File: config.mk
export PLATFORM = sky130hd
export DESIGN_NAME = div_sequencer
export DESIGN_NICKNAME = d
export VERILOG_FILES = /design/src/rtl/div_sequencer_pkg.sv /design/src/rtl/div_sequencer.sv
export SDC_FILE = /design/constraint.sdc
export NUM_CORES = 1
export LEC_CHECK = 0
export BUFFER_PORTS_ARGS = -buffer_cell sky130_fd_sc_hd__buf_2
export CAP_MARGIN = 0
export CORE_ASPECT_RATIO = 1.1
export CORE_MARGIN = 10
export CORE_UTILIZATION = 53
export CTS_BUF_LIST = sky130_fd_sc_hd__clkbuf_8 sky130_fd_sc_hd__clkbuf_16
export DETAILED_ROUTE_END_ITERATION = 8
export HOLD_SLACK_MARGIN = 0.03
export PLACE_DENSITY = 0.89
export SYNTH_ARGS = -nofsm -noshare
export SYNTH_HDL_FRONTEND = slang
export SYNTH_SLANG_ARGS = --single-unit
File: constraint.sdc
create_clock -name clk -period 4.45 [get_ports clk]
set_clock_uncertainty 0.1 [all_clocks]
set_input_delay 0.445 -clock clk [delete_from_list [all_inputs] [get_ports clk]]
set_output_delay 0.445 -clock clk [all_outputs]
set_load 0.03 [all_outputs]
File: src/rtl/div_sequencer_pkg.sv
// Shared definitions for the divide sequencer:
// controller states, ALU opcodes and flag layout.
package div_sequencer_pkg;

  localparam int CF_IDX      = 0;
  localparam int ALU_OP_BITS = 4;

  localparam logic [15:0] FLAGS_IN = 16'h0002;

  typedef enum logic [ALU_OP_BITS-1:0] {
    ALU_OP_SELA = 4'h0,
    ALU_OP_SUB  = 4'h3
  } alu_op_t;

  typedef enum logic [1:0] {
    DS_IDLE,
    DS_CHECK,
    DS_ITER,
    DS_DONE
  } divseq_state_t;

  function automatic logic [15:0] byte_mask(
    input logic is8
  );
    return is8 ? 16'h00FF : 16'hFFFF;
  endfunction

endpackage

File: src/rtl/div_sequencer.sv
// Restoring unsigned divider controller for DIV r/m8 and r/m16.
// One quotient bit per clock, subtraction done by the shared ALU.
module div_sequencer
  import div_sequencer_pkg::*;
#(
  parameter int WIDTH = 16
) (
  input  logic             clk,
  input  logic             reset,
  input  logic             start,
  input  logic             is_8_bit,
  input  logic [WIDTH-1:0] dividend_hi,
  input  logic [WIDTH-1:0] dividend_lo,
  input  logic [WIDTH-1:0] divisor,
  output logic             busy,
  output logic             done,
  output logic [WIDTH-1:0] quotient,
  output logic [WIDTH-1:0] remainder,
  output logic             divide_error,
  output logic [WIDTH-1:0] alu_a,
  output logic [WIDTH-1:0] alu_b,
  output alu_op_t          alu_op,
  output logic             alu_is_8_bit,
  output logic [WIDTH-1:0] alu_flags_in,
  input  logic [WIDTH-1:0] alu_out,
  input  logic [WIDTH-1:0] alu_flags_out
);

  divseq_state_t    state;
  logic [WIDTH-1:0] r;
  logic [WIDTH-1:0] q;
  logic [WIDTH-1:0] dvs;
  logic             mode8;
  logic [3:0]       count;

  logic [WIDTH-1:0] mask;
  logic             hi;
  logic             q_top;
  logic             cf;
  logic             accept;
  logic [WIDTH-1:0] shl;
  logic [WIDTH-1:0] r_next;
  logic [WIDTH-1:0] q_next;
  logic             unused_flags;

  assign unused_flags = ^alu_flags_out[WIDTH-1:1];

  assign mask   = byte_mask(mode8);
  assign hi     = mode8 ? r[7] : r[WIDTH-1];
  assign q_top  = mode8 ? q[7] : q[WIDTH-1];
  assign cf     = alu_flags_out[CF_IDX];
  assign accept = hi | ~cf;
  assign shl    = {r[WIDTH-2:0], q_top} & mask;
  assign r_next = (accept ? alu_out : shl) & mask;
  assign q_next = {q[WIDTH-2:0], accept} & mask;

  assign alu_op       = busy ? ALU_OP_SUB : ALU_OP_SELA;
  assign alu_is_8_bit = mode8;
  assign alu_flags_in = FLAGS_IN;

  always_comb begin
    alu_a = '0;
    alu_b = '0;
    unique case (state)
      DS_CHECK: begin
        alu_a = r;
        alu_b = dvs;
      end
      DS_ITER: begin
        alu_a = shl;
        alu_b = dvs;
      end
      default: ;
    endcase
  end

  always_ff @(posedge clk) begin
    if (reset) begin
      state        <= DS_IDLE;
      r            <= '0;
      q            <= '0;
      dvs          <= '0;
      mode8        <= 1'b0;
      count        <= '0;
      busy         <= 1'b0;
      done         <= 1'b0;
      quotient     <= '0;
      remainder    <= '0;
      divide_error <= 1'b0;
    end else begin
      unique case (state)
        DS_IDLE: begin
          if (start) begin
            mode8 <= is_8_bit;
            r     <= dividend_hi & byte_mask(is_8_bit);
            q     <= dividend_lo & byte_mask(is_8_bit);
            dvs   <= divisor & byte_mask(is_8_bit);
            busy  <= 1'b1;
            state <= DS_CHECK;
          end
        end
        DS_CHECK: begin
          // No borrow means R >= divisor: zero divisor or overflow
          if (!cf) begin
            divide_error <= 1'b1;
            done         <= 1'b1;
            state        <= DS_DONE;
          end else begin
            count <= mode8 ? 4'd7 : 4'd15;
            state <= DS_ITER;
          end
        end
        DS_ITER: begin
          r <= r_next;
          q <= q_next;
          if (count == 4'd0) begin
            divide_error <= 1'b0;
            done         <= 1'b1;
            quotient     <= q_next;
            remainder    <= r_next;
            state        <= DS_DONE;
          end else begin
            count <= count - 4'd1;
          end
        end
        DS_DONE: begin
          done  <= 1'b0;
          busy  <= 1'b0;
          state <= DS_IDLE;
        end
        default: state <= DS_IDLE;
      endcase
    end
  end

endmodule

=== Word level (Yosys, flattened, before mapping) ===
Cells that the tools add are included.
Widths: inputs -> output; s select.

* Register bits after elaboration: 90
* Bits in latches: 0
* Memory bits (writable): 0
* Bits in read-only memories: 0
* Input port bits: 84
* Output and inout port bits: 88
* Logic and storage cells: 70
* Memories kept: 0

* Add/sub/neg operators: 1
* Multiply operators: 0
* Div/mod/pow operators: 0
* $lt $le $gt $ge: 0
* Equal/unequal tests: 8
* Shifts and indexed selects: 0
* Multiplexer cells: 27
* Bitwise logic cells: 8
* Reduce and logical (&&, ||, !) cells: 15

{| class="wikitable"
|+ Operators with widths
! kind !! number
|-
| $and 16x16->16 || 6
|-
| $mux 16 || 6
|-
| $pmux 16 s2 || 3
|-
| $mux 4 || 3
|-
| $ne 2x2->1 const B || 5
|-
| $reduce_and 2->1 || 5
|-
| $reduce_and 3->1 || 3
|-
| $pmux 2 s4 || 1
|-
| $pmux 4 s2 || 1
|-
| $mux 1 || 7
|-
| $mux 2 || 3
|-
| $reduce_bool 2->1 || 3
|-
| $eq 2x2->1 const B || 2
|-
| $logic_not 4->1 || 1
|-
| $pmux 1 s2 || 2
|-
| $sub 4x1->4 const B || 1
|-
| $pmux 1 s3 || 1
|-
| $reduce_bool 3->1 || 1
|-
| $eq 2x1->1 const B || 1
|-
| $logic_not 2->1 || 1
|-
| $reduce_or 2->1 || 1
|-
| $not 1->1 || 1
|-
| $or 1x1->1 || 1
|}

=== Logic depth before layout (Yosys ltp) ===
* Depth after elaboration: 5
* Gate-level depth with buffers: 9

=== Worst setup path before layout ===
No wires, ideal clock.

* Path kind: register -> output
* From: register state[1]
* To: output port alu_a[11]
* Data arrival time: 1.746 ns
* Required time: 3.905 ns
* Path slack: 2.159 ns
* Cell stages (with the launch flop): 7
* Path buffers: 2
* Cell sequence: dfxtp_1 -> inv_1 -> ha_1 -> clkbuf_1 -> clkbuf_1 -> a22oi_1 -> nor2b_1

* Cells in the longest elaborated chain, start to end: 2
* Elaborated cells between the ends (all ways): 3

{| class="wikitable"
|+ Ends and longest elaborated chain
! item !! RTL line !! source
|-
| start: declaration || div_sequencer.sv:29 || <nowiki>divseq_state_t state;</nowiki>
|-
| start signal: assignment || div_sequencer.sv:79 || <nowiki>state <= DS_IDLE;</nowiki>
|-
| start signal: assignment || div_sequencer.sv:99 || <nowiki>state <= DS_CHECK;</nowiki>
|-
| start signal: assignment || div_sequencer.sv:107 || <nowiki>state <= DS_DONE;</nowiki>
|-
| $eq 2x2->1 or $eq 2x1->1 (tied branches) || div_sequencer.sv:64 || <nowiki>unique case (state)</nowiki>
|-
| $pmux 16 s2 (*) || div_sequencer.sv:64 ||
|-
| end: declaration || div_sequencer.sv:20 || <nowiki>output logic [WIDTH-1:0] alu_a,</nowiki>
|}

Mark *: on every way between the ends. The rest lies on a longest branch, timed or not.

=== Worst setup path after layout ===
* From: register state[1]
* To: output port alu_a[15]

The elaborated chain is that of the path after synthesis.

==> out/results.md <==
* **run status** finished clean
* **Final Worst Setup Slack** 1.56 ns
* **synthesis-to-layout area growth** 17.0%
* **number of distinct standard cells referenced by the synthesized netlist** 46
* **Max H-tree Level** 3
* **pin count of the biggest net entering global routing** 82
* **count of state elements after synthesis** 90
* **Seq/Total Area, Yosys** 40.5%
* **root buffer cell** sky130_fd_sc_hd__clkbuf_8
* **number of input and output port buffers inserted** 138
* **cell taking the most area after synthesis** sky130_fd_sc_hd__dfxtp_1
* **Post-synth top cells** 90 x sky130_fd_sc_hd__dfxtp_1, 69 x sky130_fd_sc_hd__nand2_1, 54 x sky130_fd_sc_hd__a21oi_1
* **average wire per cell in the routed design** 16.6 um
* **antenna violations before repair** 0
* **number of cells on the worst reg-to-reg path** 8
* **post-placement setup slack** 1.82 ns
* **placed insts** 737
* **Gates resized, CTS repair** 0
* **Hold Crit Class** input pin to flip-flop
* **Skew-Pair Late Insertion Delay** 0.35 ns
* **Reg2Reg Capture Point** count[0]$_SDFFE_PP0P_
* **Net count, final** 729
* **initial cell density of the core** 53.8%
* **number of DRC violations after detailed routing** 0
* **total via count after detailed routing** 4146
* **remaining antenna violation count after routing** 0
* **worst setup path start** state[1]$_SDFFE_PP0P_
* **launch instance of the worst min-delay path** divisor[6]
* **CP max FO** 37
* **worst flop-to-flop path startpoint** state[0]$_SDFFE_PP0P_
* **number of endpoints with negative hold slack in the final report** 0
* **DRT iter0 DRCs** 261
* **fill cell instance count of the final layout** 754
* **Startpoint Class** flip-flop
* **ratio of cells with drive above 1 in the final layout** 27.3%
* **estimated wirelength of the detail-placed design** 8900 um
* **Worst Path Required** 3.90 ns
* **Fmax** 346 MHz
* **non-filler instance count after layout** 753
* **fraction of registers with async set or reset after synthesis** 0%
* **startpoint-to-endpoint class of the critical path** flip-flop to output port
* **Post-synth top flop** sky130_fd_sc_hd__dfxtp_1
* **number of primary I/O pins** 172
* **static leakage power** 2.27 nW
* **horizontal die dimension** 107 um
* **die footprint** 0.0125 mm^2
* **max-slew violation total from the final report** 0
* **DR vias/cell** 5.51
* **placeable core region** 0.00828 mm^2
* **worst slew margin relative to its limit** 21.0%
* **Worst-Margin Slew** 1.18 ns
* **RSZ-0062 raised after global routing** false
* **post-route fraction of the period consumed by the critical path** 65.0%
* **Reg2Reg Setup Slack** 1.78 ns
* **Clock Pin Slew Worst Setup and Hold Paths** 0.08 ns
* **power density over cell area** 617 mW/mm^2
* **area fraction of the dominant cell type after synthesis** 40.5%
* **number of iterations in the first detailed-routing pass** 5
* **final period demand of the worst path** 2.89 ns
* **overall track demand over capacity in global routing** 19.1%
* **top cells by area in the synthesized netlist** sky130_fd_sc_hd__dfxtp_1 40%, sky130_fd_sc_hd__a21oi_1 6.1%, sky130_fd_sc_hd__nand2_1 5.8%, sky130_fd_sc_hd__mux2i_1 4.7%, sky130_fd_sc_hd__buf_4 4.0%
* **global-route wire length before repair** 19700 um
* **vias in the first global route** 4168
* **Core Util, Final** 62.9%
* **grt ovf** 0
* **post-CTS setup buffer count** 0
* **mean area per synthesized cell** 8.38 um^2
* **worst vdd ir** 0.371 mV
* **number of instances in the synthesized netlist** 531
* **number of synthesized flops with an enable pin** 0
* **Max Root-Sink Buffers** 2
* **setup tns final** 0 ns
* **Inserted Diodes** 0
* **total length of routed wires** 12500 um
* **type of destination of the critical path** output port
* **last element of the critical path** alu_a[15]
* **final weighted congestion in routability-driven placement** 0.827
* **row count** 35
* **Setup violations, final** 0
* **count of hold-fix buffers inserted at cts** 0
* **Maximum Capacitance Violations** 0
* **clock sinks** 90
* **vertical die dimension** 116 um
* **CTS buffer count** 9
* **area of the mapped netlist** 0.00445 mm^2
* **arrival time of the worst setup path** 2.35 ns
* **TritonCTS clock tree** yes
* **most repeated cell in the gate-level netlist after synthesis** sky130_fd_sc_hd__dfxtp_1
* **Syn. warnings** 0
-- report_power, final --
group,leakage [nW],internal [mW],switching (mW),total [mW]
Clock,0.0924,0.219,0.288,0.507
Sequential,0.736,1.01,0.164,1.17
Combinational,1.44,0.533,0.998,1.53
Total,2.27,1.76,1.45,3.21
-- worst min-delay path by stage --
stage	end	slack (ns)	cells past startpoint
3_5_place_dp	dvs[8]$_SDFFE_PP0P_	0.34	2
2_1_floorplan	dvs[10]$_SDFFE_PP0P_	0.33	2
3_3_place_gp	dvs[8]$_SDFFE_PP0P_	0.33	2
5_1_grt	dvs[2]$_SDFFE_PP0P_	0.23	3
4_1_cts	dvs[6]$_SDFFE_PP0P_	0.23	3
6_report	dvs[6]$_SDFFE_PP0P_	0.24	3
-- worst max-delay path, cell delays in order (launching register included) --
cell and delay [ns]:
sky130_fd_sc_hd__dfxtp_1 0.43, sky130_fd_sc_hd__inv_1 0.12, sky130_fd_sc_hd__ha_1 0.96, sky130_fd_sc_hd__nor2b_1 0.27
sky130_fd_sc_hd__buf_2 0.23
-- cell type report --
| cell class | instances | area, um^2 | area share, % |
|---|---|---|---|
| clock buffer | 10 | 138 | 2.64 |
| clock inverter | 6 | 40.0 | 0.769 |
| tap | 111 | 139 | 2.67 |
| inverter | 8 | 30.0 | 0.577 |
| multi-input combinational | 384 | 2320 | 44.6 |
| timing repair buffer | 144 | 736 | 14.1 |
| sequential | 90 | 1800 | 34.6 |
-- through the flow --
stage                     hold WS (ns)  total power, mW  instance area [um^2]
final                            0.241             3.21                  5210
after global routing             0.228             3.43                  5210
after detailed placement         0.340             2.71                  5030
after floorplan                  0.327             2.35                  4510
after CTS                        0.227             3.22                  5210
after global placement           0.334             2.64                  5030
-- flip-flops by register name, summed over array words and instances, names as in the netlist --
register	cells
alu_is_8_bit	1
count	4
remainder	16
r	16
state	2
dvs	16
divide_error	1
busy	1
q	16
done	1
quotient	16
-- layout by cell type, fill, tap and decap left out, types with 2 or more instances in the layout --
cell	n
sky130_fd_sc_hd__mux2i_1	20
sky130_fd_sc_hd__a21oi_1	54
sky130_fd_sc_hd__a211o_1	2
sky130_fd_sc_hd__conb_1	18
sky130_fd_sc_hd__nor3_1	17
sky130_fd_sc_hd__o211a_1	3
sky130_fd_sc_hd__nand2_1	69
sky130_fd_sc_hd__buf_2	138
sky130_fd_sc_hd__nor2b_1	26
sky130_fd_sc_hd__a211oi_1	10
sky130_fd_sc_hd__ha_1	8
sky130_fd_sc_hd__and2_1	17
sky130_fd_sc_hd__clkbuf_8	10
sky130_fd_sc_hd__mux2_2	6
sky130_fd_sc_hd__dfxtp_1	90
sky130_fd_sc_hd__inv_1	7
sky130_fd_sc_hd__nand2b_1	2
sky130_fd_sc_hd__o31ai_1	4
sky130_fd_sc_hd__nand3b_1	8
sky130_fd_sc_hd__a31oi_1	9
sky130_fd_sc_hd__nor4b_1	7
sky130_fd_sc_hd__a22oi_1	17
sky130_fd_sc_hd__nor2_1	26
sky130_fd_sc_hd__clkinv_2	3
sky130_fd_sc_hd__a221oi_1	13
sky130_fd_sc_hd__o21ai_0	20
sky130_fd_sc_hd__or3_1	4
sky130_fd_sc_hd__buf_4	6
sky130_fd_sc_hd__nand3_1	8
-- kinds of logic after synthesis --
logic type	Yosys count	synth area share [%]
compound gates	139	19.9
xor+xnor	1	0.197
fa+ha+maj	8	2.25
buf+inv	73	8.94
flops	90	40.5
mux	27	6.24
other cells	2	0.169
simple gates	191	21.9
-- layer usage --
layer	wire length, um	global-route usage [%]	vias to the layer above	share of wire, %
met5	0	0	-	0
met4	90	5.97	0	0.72
met3	956	5.41	6	7.6
met2	6410	33.9	142	51
met1	5050	21.8	1961	40
li1	-	-	2037	-
Power figures use the tool's default switching activity.
